### src/rtl/fir_pkg.sv
// Shared types and constants for the FIR multiply-accumulate block.
// Holds no logic: state encoding, data widths, default taps and rounding limits.
package fir_pkg;

  typedef enum logic [2:0] {
    IDLE,
    WAIT,
    LOAD,
    MAC,
    OUT
  } state_t;

  localparam int DW = 16;
  localparam int CW = 16;

  typedef logic signed [CW-1:0] coef_t;

  // Eight taps of 1/8 in Q1.15 form a moving average.
  localparam coef_t COEF_DEFAULT [8] = '{default: 16'sh1000};

  localparam int RND_SHIFT = 15;
  localparam int RND_HALF  = 1 << (RND_SHIFT - 1);
  localparam int SAT_MAX   = 32767;
  localparam int SAT_MIN   = -32768;

endpackage

### src/rtl/fir_sat_round.sv
// Converts the wide Q-format accumulator back to a Q1.15 sample:
// round half up, arithmetic shift, then clamp to the 16-bit signed range.
module fir_sat_round
  import fir_pkg::*;
#(
  parameter int AW = 35
) (
  input  logic signed [AW-1:0] acc,
  output logic signed [DW-1:0] y
);

  localparam logic signed [AW-1:0] HALF = AW'(RND_HALF);
  localparam logic signed [AW-1:0] MAXV = AW'(SAT_MAX);
  localparam logic signed [AW-1:0] MINV = AW'(SAT_MIN);

  logic signed [AW-1:0] rounded;
  logic signed [AW-1:0] shifted;

  always_comb begin
    rounded = acc + HALF;
    shifted = rounded >>> RND_SHIFT;
    if (shifted > MAXV) begin
      y = DW'(SAT_MAX);
    end else if (shifted < MINV) begin
      y = DW'(SAT_MIN);
    end else begin
      y = shifted[DW-1:0];
    end
  end

endmodule

### src/rtl/fir_mac.sv
// Serial FIR filter: pops one sample from an upstream FIFO, then runs one
// multiply-accumulate per tap over the delay line and emits a rounded result.
module fir_mac
  import fir_pkg::*;
#(
  parameter int    NTAPS        = 8,
  parameter coef_t COEFS [NTAPS] = COEF_DEFAULT
) (
  input  logic                 clk_rd,
  input  logic                 rst,
  input  logic signed [DW-1:0] fifo_rd_data,
  input  logic                 fifo_empty,
  output logic                 fifo_rd_en,
  output logic signed [DW-1:0] out_data,
  output logic                 out_valid,
  output logic                 busy
);

  localparam int TW = $clog2(NTAPS);
  localparam int PW = DW + CW;
  localparam int AW = PW + TW;

  state_t state;
  state_t next_state;

  logic signed [DW-1:0] delay_line [NTAPS];
  logic        [TW-1:0] tap;
  logic signed [AW-1:0] acc;
  logic signed [PW-1:0] product;
  logic signed [DW-1:0] rounded;
  logic signed [DW-1:0] out_hold;
  logic                 last_tap;

  assign product  = delay_line[tap] * COEFS[tap];
  assign last_tap = (tap == TW'(NTAPS - 1));

  fir_sat_round #(
    .AW(AW)
  ) u_sat_round (
    .acc(acc),
    .y  (rounded)
  );

  always_ff @(posedge clk_rd) begin
    if (!rst) begin
      state <= IDLE;
    end else begin
      state <= next_state;
    end
  end

  always_comb begin
    next_state = state;
    case (state)
      IDLE:    if (!fifo_empty) next_state = WAIT;
      WAIT:    next_state = LOAD;
      LOAD:    next_state = MAC;
      MAC:     if (last_tap) next_state = OUT;
      OUT:     next_state = IDLE;
      default: next_state = IDLE;
    endcase
  end

  // Delay line shifts on LOAD only, so history survives idle gaps between samples.
  always_ff @(posedge clk_rd) begin
    if (!rst) begin
      acc      <= '0;
      tap      <= '0;
      out_hold <= '0;
      for (int i = 0; i < NTAPS; i++) begin
        delay_line[i] <= '0;
      end
    end else begin
      case (state)
        LOAD: begin
          delay_line[0] <= fifo_rd_data;
          for (int i = 1; i < NTAPS; i++) begin
            delay_line[i] <= delay_line[i-1];
          end
          acc <= '0;
          tap <= '0;
        end
        MAC: begin
          acc <= acc + AW'(product);
          tap <= tap + 1'b1;
        end
        OUT: begin
          out_hold <= rounded;
        end
        default: begin
        end
      endcase
    end
  end

  // The pop strobe is gated by reset so nothing is consumed while the block is held.
  always_comb begin
    fifo_rd_en = rst && (state == IDLE) && !fifo_empty;
    out_valid  = (state == OUT);
    busy       = (state != IDLE);
    out_data   = (state == OUT) ? rounded : out_hold;
  end

endmodule

### config.mk
export PLATFORM = sky130hd
export DESIGN_NAME = fir_mac
export DESIGN_NICKNAME = d
export VERILOG_FILES = /design/src/rtl/fir_pkg.sv /design/src/rtl/fir_sat_round.sv /design/src/rtl/fir_mac.sv
export SDC_FILE = /design/constraint.sdc
export NUM_CORES = 1
export LEC_CHECK = 0
export BUFFER_PORTS_ARGS = -buffer_cell sky130_fd_sc_hd__buf_2
export CELL_PAD_IN_SITES_DETAIL_PLACEMENT = 2
export CELL_PAD_IN_SITES_GLOBAL_PLACEMENT = 2
export CORE_ASPECT_RATIO = 1.1
export CORE_MARGIN = 2
export CORE_UTILIZATION = 30
export CTS_CLUSTER_DIAMETER = 200
export DETAILED_ROUTE_END_ITERATION = 16
export PLACE_DENSITY_LB_ADDON = 0.1
export SETUP_SLACK_MARGIN = 0.2
export SLEW_MARGIN = 10
export SYNTH_ARGS = -nofsm -noshare
export SYNTH_HDL_FRONTEND = slang
export SYNTH_HIERARCHICAL = 1
export SYNTH_SLANG_ARGS = --single-unit
export TNS_END_PERCENT = 30
### constraint.sdc
create_clock -name clk_rd -period 28 [get_ports clk_rd]
set_clock_uncertainty 0.05 [all_clocks]
set_input_delay 0 -clock clk_rd [delete_from_list [all_inputs] [get_ports clk_rd]]
set_output_delay 0 -clock clk_rd [all_outputs]
set_load 0.02 [all_outputs]
==> results of run 1 <==
## worst max-delay path: stages, from the launching register on
cell and delay (ns):
dfxtp_2 0.50, buf_4 0.50, mux4_2 0.57, mux2_2 0.28, ha_1 0.28, ha_1 0.30, ha_1 0.22, inv_1 0.08
fa_1 0.18, nand2b_1 0.15, a21oi_1 0.08, a211oi_1 0.50, o21bai_1 0.24, a211oi_1 0.30, xor2_1 0.18, o21ai_0 0.08
## power by group
part           switching (uW)  total [uW]  internal, uW
registers                10.2         310           299
logic                    43.1        76.0          33.0
clock network             105         254           149
total                     158         640           482
## metal layers
metal  vias to the layer above  track usage [%]
li1                       2901                -
met1                      3170             18.2
met2                        52             27.4
met3                        15             2.43
met4                         0             4.04
met5                         -                0
## sequential cells by signal, indices dropped and copies added (netlist names), named ones only
| signal | cells |
|---|---|
| acc | 23 |
| delay_line | 128 |
| out_hold | 16 |
| state | 3 |
| tap | 3 |
## path summary, 6_finish.rpt
kind / end / startpoint / cells after the start
setup / recovery: acc[28]$_SDFFE_PN0N_ / register / 15
hold / removal: acc[13]$_SDFFE_PN0N_ / rst / 3
setup reg to reg: acc[28]$_SDFFE_PN0N_ / register / 15
hold reg to reg: acc[13]$_SDFFE_PN0N_ / acc[13]$_SDFFE_PN0N_ / 2
## metrics by stage
stage                     utilization, %  hold slack [ns]
after global routing                35.0            0.269
after global placement              32.5            0.228
after CTS                           35.0            0.215
after detailed placement            32.5            0.230
final                               35.0            0.205
after floorplan                        -           0.0324
## what timing repair did
item | 4_1_cts | 5_1_grt
endpoints found under the hold margin | 17 | 0
hold buffers | 17 | 0
buffers inserted | 0 | 0
## area by class of cell
class	count	area, um2
timing repair buffer	64	430
sequential	176	4810
multi-input combinational	543	4530
fill	3356	20400
tap	420	526
clock inverter	13	185
clock buffer	18	429
inverter	13	48.8
==> flow_summary.json, run 1 <==
{
  "outcome": "finished clean",
  "hold_viol_final": 0,
  "wl_per_cell_um": 18.8,
  "synth_cells": 772,
  "wl_met1_um": 10400,
  "cp.arrival_ns": 4.88,
  "grt_use_total_pct": 15.0,
  "synthToLayoutAreaGrowth_pct": 14.9,
  "ios": 38,
  "p_per_area_nw_per_um2": 58.4,
  "final_cell_mix": "146 x and2_1, 128 x edfxtp_1, 66 x ha_1, 47 x dfxtp_1, 39 x nand2_1",
  "vias_per_cell": 4.92,
  "top_layer": "met4",
  "finalWorstSetupSlack_ns": 23.36,
  "synth_area_um2": 9540,
  "dp.cells": 1199,
  "leakage_uw": 0.00436,
  "grt_pass1_wl_um": 38500,
  "crit_path_max_fanout": 24,
  "drv_slew": 0,
  "cts_sinks": 176,
  "fp.dieW_um": 174,
  "route.met3.wl_um": 352,
  "totalWireLength_um": 23400,
  "final_area_um2": 11000,
  "antenna_found_initial": 0,
  "endpoint_kind": "register",
  "antenna_left": 0,
  "rsz0062_at_grt": "false",
  "clock_latency_ns": 0.43,
  "ctsResizeCount": 0,
  "final_cell_count_no_fill": 1247,
  "postPlaceCellArea_um2": 10200,
  "cts_tree": "built",
  "r2r_slack_ns": 23.36,
  "path_clk_slew_ns": 0.07,
  "grt_pass1_vias": 6923,
  "fin_crit_ns": 4.64,
  "place_ws_ns": 23.20,
  "drt-initial-drc-count": 243,
  "holdCritPathClass": "primary input to register",
  "fp.coreArea_um2": 31300,
  "required_ns": 28.25,
  "hpwl_um": 16400,
  "start_util_pct": 30.5,
  "start_kind": "register",
  "drv_cap": 0,
  "routed-wl-met2_um": 12400,
  "firstDrtPassIters": 4,
  "setup_tns_ns": 0,
  "synth-warning-count": 6,
  "max_slew.worst_pin.slew_ns": 1.06,
  "drive_gt1_share_pct": 19.6,
  "vias": 6138,
  "die_y_um": 191,
  "syn_avg_cell_area_um2": 12.4,
  "slew_headroom_pct": 29.1,
  "cts_made_buffers": 17,
  "setup_viol": 0,
  "timing.final.crit_share_pct": 16.6,
  "fin_nets": 901,
  "num_rows": 68,
  "power_uw": 640,
  "root_buffer": "clkbuf_16",
  "dieArea_um2": 33200,
  "drc_errors": 0,
  "clk_path_buf_depth": 2,
  "layout_commonest_cell": "and2_1",
  "n_antenna_cell": 0,
  "worstSetupPathType": "register to register",
  "fmax_ghz": 0.216,
  "place.gp.congestion": 0.767,
  "peakVddDrop_uv": 27.9,
  "port_buffers": 37,
  "htreeDepth": 4,
  "grt_max_degree": 97,
  "grt-ovfl-total": 0,
  "synth_nets": 858
}
Note: power is estimated with default switching activity, not from simulation.
==> inputs of run 2 (changes only) <==
==> constraint.sdc (replaced) <==
create_clock -name clk_rd -period 4.2 [get_ports clk_rd]
set_clock_uncertainty 0.05 [all_clocks]
set_input_delay 0 -clock clk_rd [delete_from_list [all_inputs] [get_ports clk_rd]]
set_output_delay 0 -clock clk_rd [all_outputs]
set_load 0.02 [all_outputs]
==> run 2 against run 1 <==
Largest cell class unchanged. Utilization is 0.83 points higher. Clock power grew to 5.6 times the previous value. Design area is 2.4% higher. Global-route usage is 0.35 points higher. Fmax is 18% higher. Power grew to 6.3 times the previous value. Critical path depth stayed put. Clock-buffer cell count stayed put. First-iteration DRC count is 33% higher. Routed wire length is 3.5% higher.
==> flow_summary.json, run 2 (synthesis results as in run 1) <==
{
  "nFillCells": 3354,
  "clk_path_buf_depth": 2,
  "place.gp.congestion": 0.807,
  "firstDrtPassIters": 4,
  "final_cell_mix": "146 x and2_1, 128 x edfxtp_1, 63 x ha_1, 47 x dfxtp_1, 38 x nand2_1",
  "grt_max_degree": 97,
  "postLayoutCoreUtil_pct": 35.8,
  "cp.arrival_ns": 4.22,
  "drv_slew": 0,
  "vias_per_cell": 4.92,
  "vias": 6253,
  "hold_end": "state[1]$_SDFFE_PN0P_",
  "grt_use_met2_pct": 28.0,
  "clock_latency_ns": 0.43,
  "antenna_found_initial": 0,
  "hold_depth": 4,
  "hold_viol_final": 0,
  "crit_path_max_fanout": 8,
  "num_rows": 68,
  "root_buffer": "clkbuf_16",
  "timing.rr.end": "acc[33]$_SDFFE_PN0N_",
  "fin_crit_ns": 3.93,
  "grt-ovfl-total": 0,
  "drc_errors": 0,
  "n_antenna_cell": 0,
  "peakVddDrop_uv": 201,
  "totalWireLength_um": 24200,
  "antenna_left": 0,
  "cts_tree": "built",
  "timing.final.crit_share_pct": 93.5,
  "wl_per_cell_um": 19.1,
  "postPlaceCellArea_um2": 10400,
  "r2r_cells": 15,
  "max_slew.worst_pin.slew_ns": 0.938,
  "fmax_ghz": 0.255,
  "largest_reg_flops": 128,
  "ios": 38,
  "grt_pass1_wl_um": 39500,
  "hpwl_um": 17100,
  "fin_nets": 927,
  "die_y_um": 191,
  "p_per_area_nw_per_um2": 362,
  "met3_usage_pct": 2.49,
  "port_buffers": 37,
  "required_ns": 4.49,
  "setup_viol": 0,
  "fp.dieW_um": 174,
  "grtUsageMet1_pct": 18.7,
  "r2r_slack_ns": 0.27,
  "grt_use_total_pct": 15.3,
  "cts_made_buffers": 17,
  "final_area_um2": 11200,
  "path_clk_slew_ns": 0.07,
  "endpoint_kind": "register",
  "outcome": "finished clean",
  "top_regs": "delay_line x128, acc x23, out_hold x16",
  "drive_gt1_share_pct": 23.0,
  "slew_headroom_pct": 37.2,
  "rsz0062_at_grt": "true",
  "worstSetupPathType": "register to register",
  "fp.coreArea_um2": 31300,
  "regMostFlops": "delay_line",
  "holdCritPathClass": "primary input to register",
  "start_util_pct": 30.5,
  "dieArea_um2": 33200,
  "hold_path.startpoint": "rst",
  "start_kind": "register",
  "setup_tns_ns": 0,
  "place_ws_ns": 0.0821,
  "leakage_uw": 0.00447,
  "layout_commonest_cell": "and2_1",
  "cts_sinks": 176,
  "finalWorstSetupSlack_ns": 0.272,
  "drv_cap": 0,
  "htreeDepth": 4,
  "seqCellArea_um2": 4810,
  "multi_input_area_um2": 4600,
  "drt-initial-drc-count": 323,
  "synthToLayoutAreaGrowth_pct": 17.6,
  "top_usage_layer": "met2",
  "grt_pass1_vias": 7081
}
[run 2: cell types whose count changed in the layout (fill, tap and decap cells not counted), moves of 3 or more]
cell	delta
a21oi_1	-3
buf_4	+16
bufinv_16	-4
ha_1	-3
ha_2	+3
buf_12	+6
[run 2: where the power goes]
group | switching (uW) | leakage (uW) | internal, uW
Sequential | 71.6 | 0.00174 | 1990
Clock | 683 | 0.000236 | 741
Combinational | 299 | 0.00250 | 266
Total | 1050 | 0.00447 | 3000
[run 2: layer usage]
metal,share of wire (%),up-vias
met5,0,-
li1,-,2954
met1,45,3221
met3,1.6,22
met2,52,56
met4,1.5,0
[run 2: worst max path at each step]
stage                                 to  slack, ns     start  cells past startpoint
CTS                 acc[31]$_SDFFE_PN0N_       0.18  register                     14
detailed placement  acc[22]$_SDFFE_PN0N_       0.08  register                     16
global placement    acc[22]$_SDFFE_PN0N_       0.13  register                     16
finish              acc[33]$_SDFFE_PN0N_       0.27  register                     15
floorplan           acc[31]$_SDFFE_PN0N_       0.34  register                     15
global route        acc[33]$_SDFFE_PN0N_       0.08  register                     15
[run 2: repair_timing]
action / in CTS / in global routing
resized for setup: 4 / 18
setup endpoints to repair: 7 / 26
endpoints found under the hold margin: 17 / 0
gates cloned: 0 / 1
hold buffers: 18 / 0
setup buffers: 4 / 2
pin swaps: 1 / 6
[run 2: final cells by class]
cell class              count  share of cell area, %
clock inverters            12                  0.636
inverters                  13                  0.435
flip-flops and latches    176                   42.9
repair buffers             90                   6.49
well taps                 420                   4.69
clock buffers              18                   3.83
multi-input cells         543                   41.0
[run 2: through the flow]
stage | hold WS [ns] | power (uW) | std cells
finish | 0.0596 | 4050 | 1272
global route | 0.0702 | 4260 | 1272
CTS | 0.0163 | 4110 | 1269
detailed placement | 0.229 | 2650 | 1217
global placement | 0.227 | 2620 | 1217
floorplan | 0.0324 | 2440 | 772
[run 2: critical path: stages, from the launching register on]
cell and delay, ns:
dfxtp_4 0.39, buf_12 0.14, buf_12 0.14, mux4_2 0.50, mux2_2 0.31, ha_1 0.29
ha_1 0.30, ha_1 0.37, nand4_1 0.15, or2_2 0.32, inv_1 0.08, a211oi_1 0.08
buf_4 0.15, o21ai_2 0.21, nand3_1 0.12, o311ai_1 0.23
